### config.mk
export PLATFORM = sky130hd
export DESIGN_NAME = mult_div_unit
export DESIGN_NICKNAME = d
export VERILOG_FILES = /design/src/rtl/mult_div_unit.sv
export SDC_FILE = /design/constraint.sdc
export NUM_CORES = 1
export LEC_CHECK = 0
export CAP_MARGIN = 20
export CORE_MARGIN = 3
export CORE_UTILIZATION = 59
export DETAILED_ROUTE_END_ITERATION = 16
export PLACE_DENSITY = 0.91
export SLEW_MARGIN = 20
export SYNTH_ARGS = -nofsm -noshare
export SYNTH_HDL_FRONTEND = slang
export SYNTH_SLANG_ARGS = --single-unit
### constraint.sdc
create_clock -name clk -period 3.75 [get_ports clk]
set_input_delay 0.75 -clock clk [delete_from_list [all_inputs] [get_ports clk]]
set_output_delay 0.75 -clock clk [all_outputs]
set_load 0.01 [all_outputs]
### src/rtl/mult_div_unit.sv
// Iterative multiply/divide unit with HI/LO result registers.
// Multiplies by shift-add and divides by restoring division, one bit per cycle.
module mult_div_unit #(
  parameter int WIDTH = 32
) (
  input  logic             clk,
  input  logic             resetN,
  input  logic             start,
  input  logic [1:0]       opCode,
  input  logic [WIDTH-1:0] operand1,
  input  logic [WIDTH-1:0] operand2,
  input  logic             writeHi,
  input  logic             writeLo,
  input  logic [WIDTH-1:0] writeData,
  output logic             busy,
  output logic             done,
  output logic             divByZero,
  output logic [WIDTH-1:0] hi,
  output logic [WIDTH-1:0] lo
);

  localparam int CW = $clog2(WIDTH + 1);

  typedef enum logic [1:0] {IDLE, RUN, FIX} state_t;

  state_t               r_state;
  logic                 r_isDiv;
  logic                 r_negRes;
  logic                 r_negRem;
  logic                 r_divZero;
  logic [WIDTH-1:0]     r_opnd1;
  logic [WIDTH-1:0]     r_m;
  logic [2*WIDTH-1:0]   r_acc;
  logic [CW-1:0]        r_count;
  logic                 r_busy;
  logic                 r_done;
  logic                 r_dbz;
  logic [WIDTH-1:0]     r_hi;
  logic [WIDTH-1:0]     r_lo;

  logic                 w_isDiv;
  logic                 w_neg1;
  logic                 w_neg2;
  logic [WIDTH-1:0]     w_mag1;
  logic [WIDTH-1:0]     w_mag2;
  logic [WIDTH:0]       w_addSum;
  logic [WIDTH:0]       w_remShift;
  logic [WIDTH:0]       w_diff;
  logic [2*WIDTH-1:0]   w_stepAcc;
  logic [2*WIDTH-1:0]   w_prod;
  logic [WIDTH-1:0]     w_quo;
  logic [WIDTH-1:0]     w_rem;

  assign w_isDiv = opCode[1];
  assign w_neg1  = ~opCode[0] & operand1[WIDTH-1];
  assign w_neg2  = ~opCode[0] & operand2[WIDTH-1];
  assign w_mag1  = w_neg1 ? -operand1 : operand1;
  assign w_mag2  = w_neg2 ? -operand2 : operand2;

  // Multiply: upper half accumulates the multiplicand, the whole pair shifts right.
  assign w_addSum = r_acc[0] ? ({1'b0, r_acc[2*WIDTH-1:WIDTH]} + {1'b0, r_m})
                             : {1'b0, r_acc[2*WIDTH-1:WIDTH]};

  // Divide: remainder in the upper half, dividend shifts out as quotient shifts in.
  assign w_remShift = r_acc[2*WIDTH-1:WIDTH-1];
  assign w_diff     = w_remShift - {1'b0, r_m};

  assign w_stepAcc = !r_isDiv  ? {w_addSum, r_acc[WIDTH-1:1]} :
                     w_diff[WIDTH] ? {w_remShift[WIDTH-1:0], r_acc[WIDTH-2:0], 1'b0}
                                   : {w_diff[WIDTH-1:0], r_acc[WIDTH-2:0], 1'b1};

  assign w_prod = r_negRes ? -r_acc : r_acc;
  assign w_quo  = r_negRes ? -r_acc[WIDTH-1:0] : r_acc[WIDTH-1:0];
  assign w_rem  = r_negRem ? -r_acc[2*WIDTH-1:WIDTH] : r_acc[2*WIDTH-1:WIDTH];

  always_ff @(posedge clk or negedge resetN) begin
    if (!resetN) begin
      r_state   <= IDLE;
      r_isDiv   <= 1'b0;
      r_negRes  <= 1'b0;
      r_negRem  <= 1'b0;
      r_divZero <= 1'b0;
      r_opnd1   <= '0;
      r_m       <= '0;
      r_acc     <= '0;
      r_count   <= '0;
      r_busy    <= 1'b0;
      r_done    <= 1'b0;
      r_dbz     <= 1'b0;
      r_hi      <= '0;
      r_lo      <= '0;
    end else begin
      r_done <= 1'b0;
      case (r_state)
        IDLE: begin
          if (start) begin
            r_isDiv   <= w_isDiv;
            r_negRes  <= w_neg1 ^ w_neg2;
            r_negRem  <= w_neg1;
            r_divZero <= w_isDiv && (operand2 == '0);
            r_opnd1   <= operand1;
            r_m       <= w_isDiv ? w_mag2 : w_mag1;
            r_acc     <= {{WIDTH{1'b0}}, (w_isDiv ? w_mag1 : w_mag2)};
            r_count   <= CW'(WIDTH);
            r_busy    <= 1'b1;
            r_state   <= (w_isDiv && (operand2 == '0)) ? FIX : RUN;
          end else begin
            if (writeHi) r_hi <= writeData;
            if (writeLo) r_lo <= writeData;
          end
        end
        RUN: begin
          r_acc   <= w_stepAcc;
          r_count <= r_count - CW'(1);
          if (r_count == CW'(1)) r_state <= FIX;
        end
        FIX: begin
          if (r_divZero) begin
            r_hi  <= r_opnd1;
            r_lo  <= '1;
            r_dbz <= 1'b1;
          end else if (r_isDiv) begin
            r_hi  <= w_rem;
            r_lo  <= w_quo;
            r_dbz <= 1'b0;
          end else begin
            r_hi  <= w_prod[2*WIDTH-1:WIDTH];
            r_lo  <= w_prod[WIDTH-1:0];
            r_dbz <= 1'b0;
          end
          r_busy  <= 1'b0;
          r_done  <= 1'b1;
          r_state <= IDLE;
        end
        default: r_state <= IDLE;
      endcase
    end
  end

  assign busy      = r_busy;
  assign done      = r_done;
  assign divByZero = r_dbz;
  assign hi        = r_hi;
  assign lo        = r_lo;

endmodule

==> qor.txt <==
PLACE
--------------------------------------------------------------------------------------------------
I/O Buffers                                                                                    169
Detailed-placement wirelength estimate                                                     50.0 mm
RD Place Congestion                                                                           1.03

STATUS
--------------------------------------------------------------------------------------------------
Run status                                                                               completed

STA
--------------------------------------------------------------------------------------------------
Share of the clock period used by the worst path after layout                                96.8%
Endpoints failing hold                                                                           0
Clock tree skew after final layout                                                         17.7 ps
Setup violation total in the final timing report                                                 0
Max Fclk                                                                                 0.276 GHz
Minimum clock period                                                                       3630 ps
Actual transition at the worst max-transition pin                                          1070 ps
Tightest slew margin relative to the limit                                                   28.7%
Final total negative setup slack                                                              0 ps
Hold WS                                                                                     273 ps
Slew Limit Fails                                                                                 0

DETAILED ROUTING
--------------------------------------------------------------------------------------------------
ANT nets after route                                                                             0
Vias per std cell                                                                             6.89
Final wirelength                                                                           66.2 mm
Via count                                                                                   18,500
Drt drc                                                                                          0
First DRT Iteration DRCs                                                                     3,024
Average wire per standard cell                                                             24.6 um
TritonRoute pass-1 iters                                                                         6

CELLS AND AREA
--------------------------------------------------------------------------------------------------
Final net count                                                                              2,474
Fill cell count                                                                              2,065
Area delta synth->final                                                                      20.3%
Multi-input gate area in the final layout                                               10,700 um2
Sequential cell area in the final layout                                                  5180 um2
Antenna diode count                                                                              0
Fraction of final layout cells with drive strength greater than 1                            9.07%

POWER AND IR DROP
--------------------------------------------------------------------------------------------------
Leakage                                                                                    8.66 nW
Relative contribution of combinational cells to total power                                  67.5%
Power density over the cells                                                           1080 nW/um2
Power share of the sequential group                                                          21.4%
Switching share of power                                                                     51.1%
Switching power total                                                                      11.1 mW
Maximum vdd drop                                                                        0.000676 V
Fraction of power consumed by the clock network                                              11.1%
Int Pwr                                                                                    10.6 mW
Overall power                                                                              21.7 mW

SYNTHESIS
--------------------------------------------------------------------------------------------------
Library cell occupying the most area in the post-synthesis netlist                    sky130_fd_sc_hd__dfrtp_1
Most frequently used cell type in the post-synthesis netlist                          sky130_fd_sc_hd__nand2_1
Synth Warn #                                                                                     0
Post-synthesis sequential area ratio                                                         31.1%
Syn Nets                                                                                     2,303
Synth async-reset ratio                                                                       100%
Top flip-flop cell by instance count after synthesis                                  sky130_fd_sc_hd__dfrtp_1
Top area cells in the synthesized netlist                                             sky130_fd_sc_hd__dfrtp_1 (31%), sky130_fd_sc_hd__nand2_1 (7.3%), sky130_fd_sc_hd__o21ai_0 (6.5%), sky130_fd_sc_hd__xnor2_1 (5.8%), sky130_fd_sc_hd__a21oi_1 (5.8%)
Gate count after technology mapping                                                          2,128
Count of cell types in the netlist                                                              80
Yosys top cell area share                                                                    31.1%
Flop and latch count out of synthesis                                                          207
Post-synthesis average cell area                                                          7.83 um2
Synth cell count leaders                                                              sky130_fd_sc_hd__nand2_1 (326), sky130_fd_sc_hd__o21ai_0 (216), sky130_fd_sc_hd__dfrtp_1 (207), sky130_fd_sc_hd__a21oi_1 (192), sky130_fd_sc_hd__nor2_1 (168)
Synthesized cell area                                                                   16,700 um2
Number of enable flip-flop cells after synthesis                                                 0

FLOORPLANNING
--------------------------------------------------------------------------------------------------
Starting Density                                                                             61.0%
Die W                                                                                       174 um
Area of the die                                                                         30,300 um2
# IOs                                                                                          170
Std-Cell Rows                                                                                   60
Area inside the core boundary                                                           27,300 um2
Floorplan die height                                                                        174 um

CLOCKING
--------------------------------------------------------------------------------------------------
Clock tree from TritonCTS                                                                    built
Number of clock buffers inserted by TritonCTS                                                   24
Worst-skew pair later-pin latency                                                           540 ps
Clock transition time at the flip-flop clock pins of the worst setup and hold paths          60 ps
H-Tree Level Count                                                                               1
Total number of clock tree sinks                                                               207
Buffers from clock root to sink, at most                                                         3
CTS root buffer                                                                       sky130_fd_sc_hd__clkbuf_16

CRITICAL PATH
--------------------------------------------------------------------------------------------------
CP cell instances                                                                     or4_1, nor3_1, nand4_1, or3_1, nand2_1, o21ai_0, xnor2_1, o21ai_0, o21ai_0, o21ai_0
Required time of the worst setup path                                                      4210 ps
Signal arrival time at the worst endpoint                                                  4090 ps
Largest stage delay on the critical path                                                    650 ps
Element type at the critical path start                                                   register
Kind of cell with the highest combined delay on the critical path                     simple AND/OR/NAND/NOR gates
Maximum fanout count along the critical path                                                     7
Crit Path Class                                                                       register to register
Most frequent CP cell                                                                 sky130_fd_sc_hd__o21ai_0
Crit path buffers/inverters                                                                      0
Standard cell with the maximum stage delay on the critical path                       sky130_fd_sc_hd__or4_1
Crit. End Element                                                                         register

JOB
--------------------------------------------------------------------------------------------------
Number of max-capacitance violations reported                                                    0

GLOBAL ROUTING
--------------------------------------------------------------------------------------------------
Total overflow reported by the global router                                                     0
Antenna violations before repair                                                                 4
Number of global-route vias before repair                                                   16,900
Global-route wire length before repair                                                     99.8 mm
Aggregate global-route resource usage                                                        41.8%
Largest net degree at the start of global routing                                               97

WORST HOLD PATH
--------------------------------------------------------------------------------------------------
Path type of the worst min-delay path                                                 input pin to asynchronous set/reset pin

-- state kept, by name, summed over array words and instances, names as in the netlist --
register,cells
done,1
r_acc,64
r_isDiv,1
r_m,32
divByZero,1
r_state,2
lo,32
busy,1
r_negRes,1
r_negRem,1
r_divZero,1
r_opnd1,32
hi,32
r_count,6
-- through the flow --
stage / std cells / setup WS, ps / utilization [%] / cell area (um2)
finish: 2688 / 121 / 73.3 / 20000
global route: 2688 / -9.47 / 73.3 / 20000
CTS: 2686 / 186 / 73.2 / 20000
detailed placement: 2643 / 62.9 / 70.3 / 19200
global placement: 2643 / 107 / 70.3 / 19200
floorplan: 2128 / 550 / - / 16700
-- logic make-up after synthesis --
kind of cell	share of synthesized area (%)
AOI/OAI and AO/OA	25.3
xor gates and xnor gates	9.09
adders and majority gates	5.50
buffers and inverters	4.87
DFF	31.1
muxes	5.14
and+or+nand+nor	19.0
-- worst reg2reg max path, cell delays in order, from the launching register on --
cell	delay, ps
sky130_fd_sc_hd__dfrtp_1	380
sky130_fd_sc_hd__or4_1	650
sky130_fd_sc_hd__nor3_1	360
sky130_fd_sc_hd__nand4_1	320
sky130_fd_sc_hd__or3_1	500
sky130_fd_sc_hd__nand2_1	280
sky130_fd_sc_hd__o21ai_0	180
sky130_fd_sc_hd__xnor2_1	200
sky130_fd_sc_hd__o21ai_0	350
sky130_fd_sc_hd__o21ai_0	170
sky130_fd_sc_hd__o21ai_0	170
-- power groups by stage --
stage	clock network (mW)	registers (mW)	logic, mW
after detailed placement	0	4.57	14.0
after global routing	2.48	4.70	15.7
after CTS	2.39	4.54	14.2
final	2.41	4.66	14.7
after global placement	0	4.52	13.7
after floorplan	0	4.27	9.21
-- routing by layer --
metal / routed length [um] / vias up / track usage, % / part of all wire, %
met2: 26900 / 1597 / 59.5 / 41
met1: 25600 / 8659 / 60.3 / 39
met5: 16 / - / 0 / 0.024
met4: 3980 / 2 / 20.2 / 6.0
li1: - / 7995 / - / -
met3: 9750 / 266 / 8.96 / 15
-- final cells by class --
cell class / count / share of cell area (%)
clock buffer: 34 / 3.54
clock inverter: 9 / 0.450
inverter: 72 / 1.35
multi-input combinational: 1710 / 53.5
sequential: 207 / 25.9
tap: 372 / 2.32
timing repair buffer: 284 / 13.0
-- worst paths after layout --
check / end / slack, ps / startpoint / cells after the start
hold reg to reg: lo[30] / 480 / lo[30] / 2
min in group clk: lo[30] / 480 / lo[30] / 2
setup reg to reg: hi[2] / 120 / r_acc[13] / 10
setup / recovery: hi[2] / 120 / r_acc[13] / 10
hold / removal: lo[8] / 270 / resetN / 1
max in group asynchronous: r_opnd1[18] / 2620 / resetN / 2
-- cells in the final DEF, fill, tap and decap left out, types with 42 or more instances in the layout --
master,instances
sky130_fd_sc_hd__nor2_1,167
sky130_fd_sc_hd__inv_1,71
sky130_fd_sc_hd__mux2i_1,72
sky130_fd_sc_hd__nand2_1,325
sky130_fd_sc_hd__o21ai_0,214
sky130_fd_sc_hd__xor2_1,60
sky130_fd_sc_hd__dfrtp_1,206
sky130_fd_sc_hd__ha_1,70
sky130_fd_sc_hd__xnor2_1,111
sky130_fd_sc_hd__nor3_1,42
sky130_fd_sc_hd__a21oi_1,191
sky130_fd_sc_hd__clkdlybuf4s50_1,167
sky130_fd_sc_hd__buf_4,111
-- what timing repair did --
| action | 4_1_cts | 5_1_grt |
|---|---|---|
| resized for setup | 0 | 3 |
| buffers inserted | 0 | 2 |
| endpoints found under the setup margin | 0 | 8 |
| hold buffers | 0 | 0 |
No activity file was read; power rests on OpenSTA's default activity.
==> patch 1, RTL diff (same settings) <==
Reset style: synchronous (`resetN`), changed in one clocked block.
--- a/src/rtl/mult_div_unit.sv
+++ b/src/rtl/mult_div_unit.sv
@@ -75,3 +75,3 @@
 
-  always_ff @(posedge clk or negedge resetN) begin
+  always_ff @(posedge clk) begin
     if (!resetN) begin
Behaviour: differs if resetN is asserted again (counterexample within 4 cycles, from zero or initial values and one cycle with resetN low); with resetN held inactive, the same outputs for 4 cycles.
==> patch 1 against the original RTL <==
Final cell count rose by 5.4%; area after synthesis fell by 1.4%; wire length rose by 4.1%; critical path type unchanged; core utilization fell by 0.67 points; critical endpoint is now r_acc[61]; worst setup slack improved by 53 ps; global-route usage rose by 1.7 points; final area fell by 1.5%; sequential cell count did not move; via count rose by 2.3%.
Power is not compared: it rests on default switching activity, and its combinational part moved more than twofold at a synthesized area within 25%.
==> patch 1: results (changes against the original RTL) <==
STA
  • Worst slew margin: 0.380 (+0.0932)
  • Final clock skew: 12.5 ps (-5.28 ps)

Synthesis
  • Largest cells by area after synthesis: dfxtp_1 (25%), nand2_1 (7.6%), a21oi_1 (7.3%), o21ai_0 (6.5%), ha_1 (5.3%)
  • Sequential area share after synthesis: 0.252 (-0.0586)
  • Top_reg_cell synth: dfxtp_1
  • Post-synth cell types: 84 (+5.0%)
  • Post-synth ARST share: 0 (-1.00)
  • Mapped Nets: 2,472 (+7.3%)
  • Post-synth top area share: 0.252 (-0.0586)

Worst setup path
  • CP max-delay cell: dfxtp_1
  • Largest fanout on the critical path: 11 (+4)
  • Worst path max stage delay: 600 ps (-50 ps)
  • CP delay by family, top: compound AO/OA/AOI/OAI gates
  • R2r startpoint: r_acc[33]

Finish
  • Share of cells above drive strength 1: 0.0825 (-0.00815)
  • Final nets: 2,618 (+5.8%)
  • Top reg by flops: r_acc

Drt
  • DR iter-0 viols: 2,574 (-15%)
  • Avg Vias per Cell: 6.69 (-2.9%)
  • Post-Route WL: 68,900 um (+4.1%)

CTS
  • Total CTS buffers: 23 (-4.2%)

GRT
  • Number of global-route vias before repair: 17,458 (+3.2%)
  • Largest net degree at the start of global routing: 79 (-19%)
  • Global-route wire length before repair: 103,000 um (+3.7%)

Placed design
  • Post-DP HPWL: 53,000 um (+5.9%)
  • DP Area: 18,900 um^2 (-1.4%)
  • RD Place Congestion: 1.08 (+4.7%)
  • Worst slack, placed: -56.7 ps (-120 ps)

Min path
  • Hold path depth: 2

Outcome
  • Status: completed
-- patch 1: power by group through the flow --
stage / registers [mW] / clock network [mW] / logic (mW)
after floorplan: 2.58 / 0 / 1.64
after global placement: 2.65 / 0 / 2.58
after detailed placement: 2.66 / 0 / 2.62
after CTS: 2.61 / 2.39 / 2.64
after global routing: 2.64 / 2.49 / 2.90
final: 2.64 / 2.41 / 2.73
-- patch 1: per-layer routing --
metal,GRT usage,wire length [um],vias up
li1,-,-,8589
met1,0.593,26900,8780
met2,0.646,28300,1354
met3,0.112,9610,226
met4,0.204,4080,0
met5,0,0,-
-- patch 1: final cells by class --
cell class	instances	area, um^2
Inverter	74	279
Sequential cell	207	4150
Timing Repair Buffer	289	2660
Clock inverter	9	140
Fill cell	2232	7430
Multi-Input combinational cell	1848	11400
Clock buffer	33	653
Tap cell	372	465
-- patch 1: logic make-up (layout without fill, tap and decap cells) --
group	count (synthesis)	in the layout	synth area share
compound gates	793	793	0.302
xor+xnor	165	165	0.0880
fa+ha+maj	72	72	0.0558
buf+inv	242	405	0.0559
flops	207	207	0.252
mux	62	62	0.0384
simple gates	756	756	0.208
-- patch 1: worst reg2reg max path, delay by kind of cell, from the launching register on --
family / cells / cell delay (ps)
compound gates: 6 / 1730
fa+ha+maj: 1 / 460
buf+inv: 1 / 190
flops: 1 / 600
simple gates: 3 / 470
-- patch 1: worst paths after layout --
check,end,slack (ps)
min reg2reg,divByZero,460
max reg2reg,r_acc[61],170
min,divByZero,460
max,r_acc[61],170
-- patch 1: stage by stage --
step | power (mW) | cells | util
finish | 7.78 | 2832 | 0.726
global route | 8.04 | 2832 | 0.726
CTS | 7.65 | 2832 | 0.726
detailed placement | 5.28 | 2790 | 0.697
global placement | 5.23 | 2790 | 0.697
floorplan | 4.22 | 2297 | -
==> patch 2, RTL diff (config.mk and constraints unchanged) <==
Made on the original files. `WIDTH`: 32 -> 16.
--- a/src/rtl/mult_div_unit.sv
+++ b/src/rtl/mult_div_unit.sv
@@ -3,3 +3,3 @@
 module mult_div_unit #(
-  parameter int WIDTH = 32
+  parameter int WIDTH = 16
 ) (
Interface: changed (5 resized); port bits go from 170 to 90. No check against the original RTL was run, so the function may have changed too.
==> patch 2 against the original RTL <==
Largest power group unchanged; wire length decreased by 61%; final area decreased by 51%; non-clock buffer count decreased by 177; area after synthesis decreased by 49%; combinational power decreased by 59%; worst setup slack improved by 270 ps; power decreased by 56%; sequential power decreased by 47%; sequential cell count decreased by 97; core utilization decreased by 3.1 points; via count decreased by 54%; highest routed layer is now met4.
==> patch 2: results (changes against the original RTL) <==
STA
  • Final clock skew: 9.52 ps (-8.22 ps)
  • Worst slew margin: 0.456 (+0.169)

Drt
  • Met3 wire length: 2660 um (-73%)
  • DR iter-0 viols: 1,124 (-63%)
  • Routed wl met2: 11,600 um (-57%)
  • Avg Vias per Cell: 6.59 (-4.3%)
  • WL/cell: 20.1 um (-18%)
  • DRT met1 WL: 10,500 um (-59%)
  • Max layer used: met4

Finish
  • Number of signal-net buffers in the layout: 107 (-62%)
  • Final Non-Filler Cells: 1,280 (-52%)
  • Final nets: 1,190 (-52%)
  • Fillers: 1,071 (-48%)
  • Clock-cell share: 0.0310 (-0.00889)
  • Storage element area: 2750 um^2 (-47%)
  • Share of cells above drive strength 1: 0.0518 (-0.0389)
  • Multi-input combinational gate total: 823 (-52%)
  • Multi-input gate area: 5290 um^2 (-51%)
  • Post-route core utilization: 0.702 (-0.0313)
  • Inverters: 44 (-39%)
  • Seq Cell Count: 110 (-47%)
  • Max reg flops: 32 (-50%)

Synthesis
  • Adder-Cell Fraction of Synth Area: 0.0610 (+0.00603)
  • Sequential area share after synthesis: 0.326 (+0.0148)
  • Mapped Nets: 1,135 (-51%)
  • Synth cell count leaders: nand2_1 (130), dfrtp_1 (110), o21ai_0 (100)
  • Mux share of post-synthesis cell area: 0.0438 (-0.00754)
  • Synth Area in Compound Gates: 0.247 (-0.00664)
  • Syn_area_per_cell: 8.12 um^2 (+3.8%)
  • Top_reg_cell synth: dfrtp_1
  • Largest cells by area after synthesis: dfrtp_1 (33%), o21ai_0 (5.9%), nand2_1 (5.8%), ha_1 (5.6%), xnor2_1 (4.4%)

Worst setup path
  • WP data arrival: 3630 ps (-460 ps)
  • Largest fanout on the critical path: 19 (+12)
  • Worst path max stage delay: 600 ps (-50 ps)

CTS
  • Total CTS buffers: 9 (-63%)
  • CTS Buffer Depth: 2 (-1)
  • H-tree depth: 3 (+2)

GRT
  • Met2 GRT Util: 0.509 (-0.0854)
  • GR peak layer: met2
  • Overall Global Routing Usage: 0.323 (-0.0955)
  • M3 GR Usage: 0.0691 (-0.0204)
  • Largest net degree at the start of global routing: 71 (-27%)
  • Initial antenna violation count: 0 (-4)
  • Number of global-route vias before repair: 7,874 (-53%)
  • Global-route wire length before repair: 41,200 um (-59%)
  • GR Util met1: 0.447 (-0.157)

Placed design
  • DP Area: 9480 um^2 (-51%)
  • RD Place Congestion: 1.01 (-2.5%)
  • Worst slack, placed: 462 ps (+399 ps)
  • Buffers on Ports: 89 (-47%)

Power and ir drop
  • Pleak: 4.19 nW (-52%)
  • Max VDD drop: 0.000461 V (-32%)

Outcome
  • Status: completed
[patch 2: changes by cell type in the layout (fill, tap and decap cells not counted), sizes merged, moves of 80 or more]
cell,change
nand2,-197
a21oi,-123
o21ai,-118
dfrtp,-97
buf,-96
clkdlybuf4s50,-80
nor2,-80
[patch 2: path summary, 6_finish.rpt]
kind / to / cells after the start / slack (ps) / from
max reg2reg: r_acc[16] / 10 / 390 / r_m[0]
min in group clk: r_opnd1[11] / 2 / 480 / r_opnd1[11]
min: lo[10] / 1 / 450 / resetN
max: r_acc[16] / 10 / 390 / r_m[0]
min reg2reg: r_opnd1[11] / 2 / 480 / r_opnd1[11]
max in group asynchronous: r_acc[14] / 2 / 2530 / resetN
[patch 2: power breakdown]
| part | leakage [nW] | total [mW] | internal [mW] | switching [mW] |
|---|---|---|---|---|
| clock network | 0.147 | 1.00 | 0.541 | 0.461 |
| logic | 2.70 | 6.02 | 2.67 | 3.34 |
| registers | 1.34 | 2.49 | 1.75 | 0.744 |
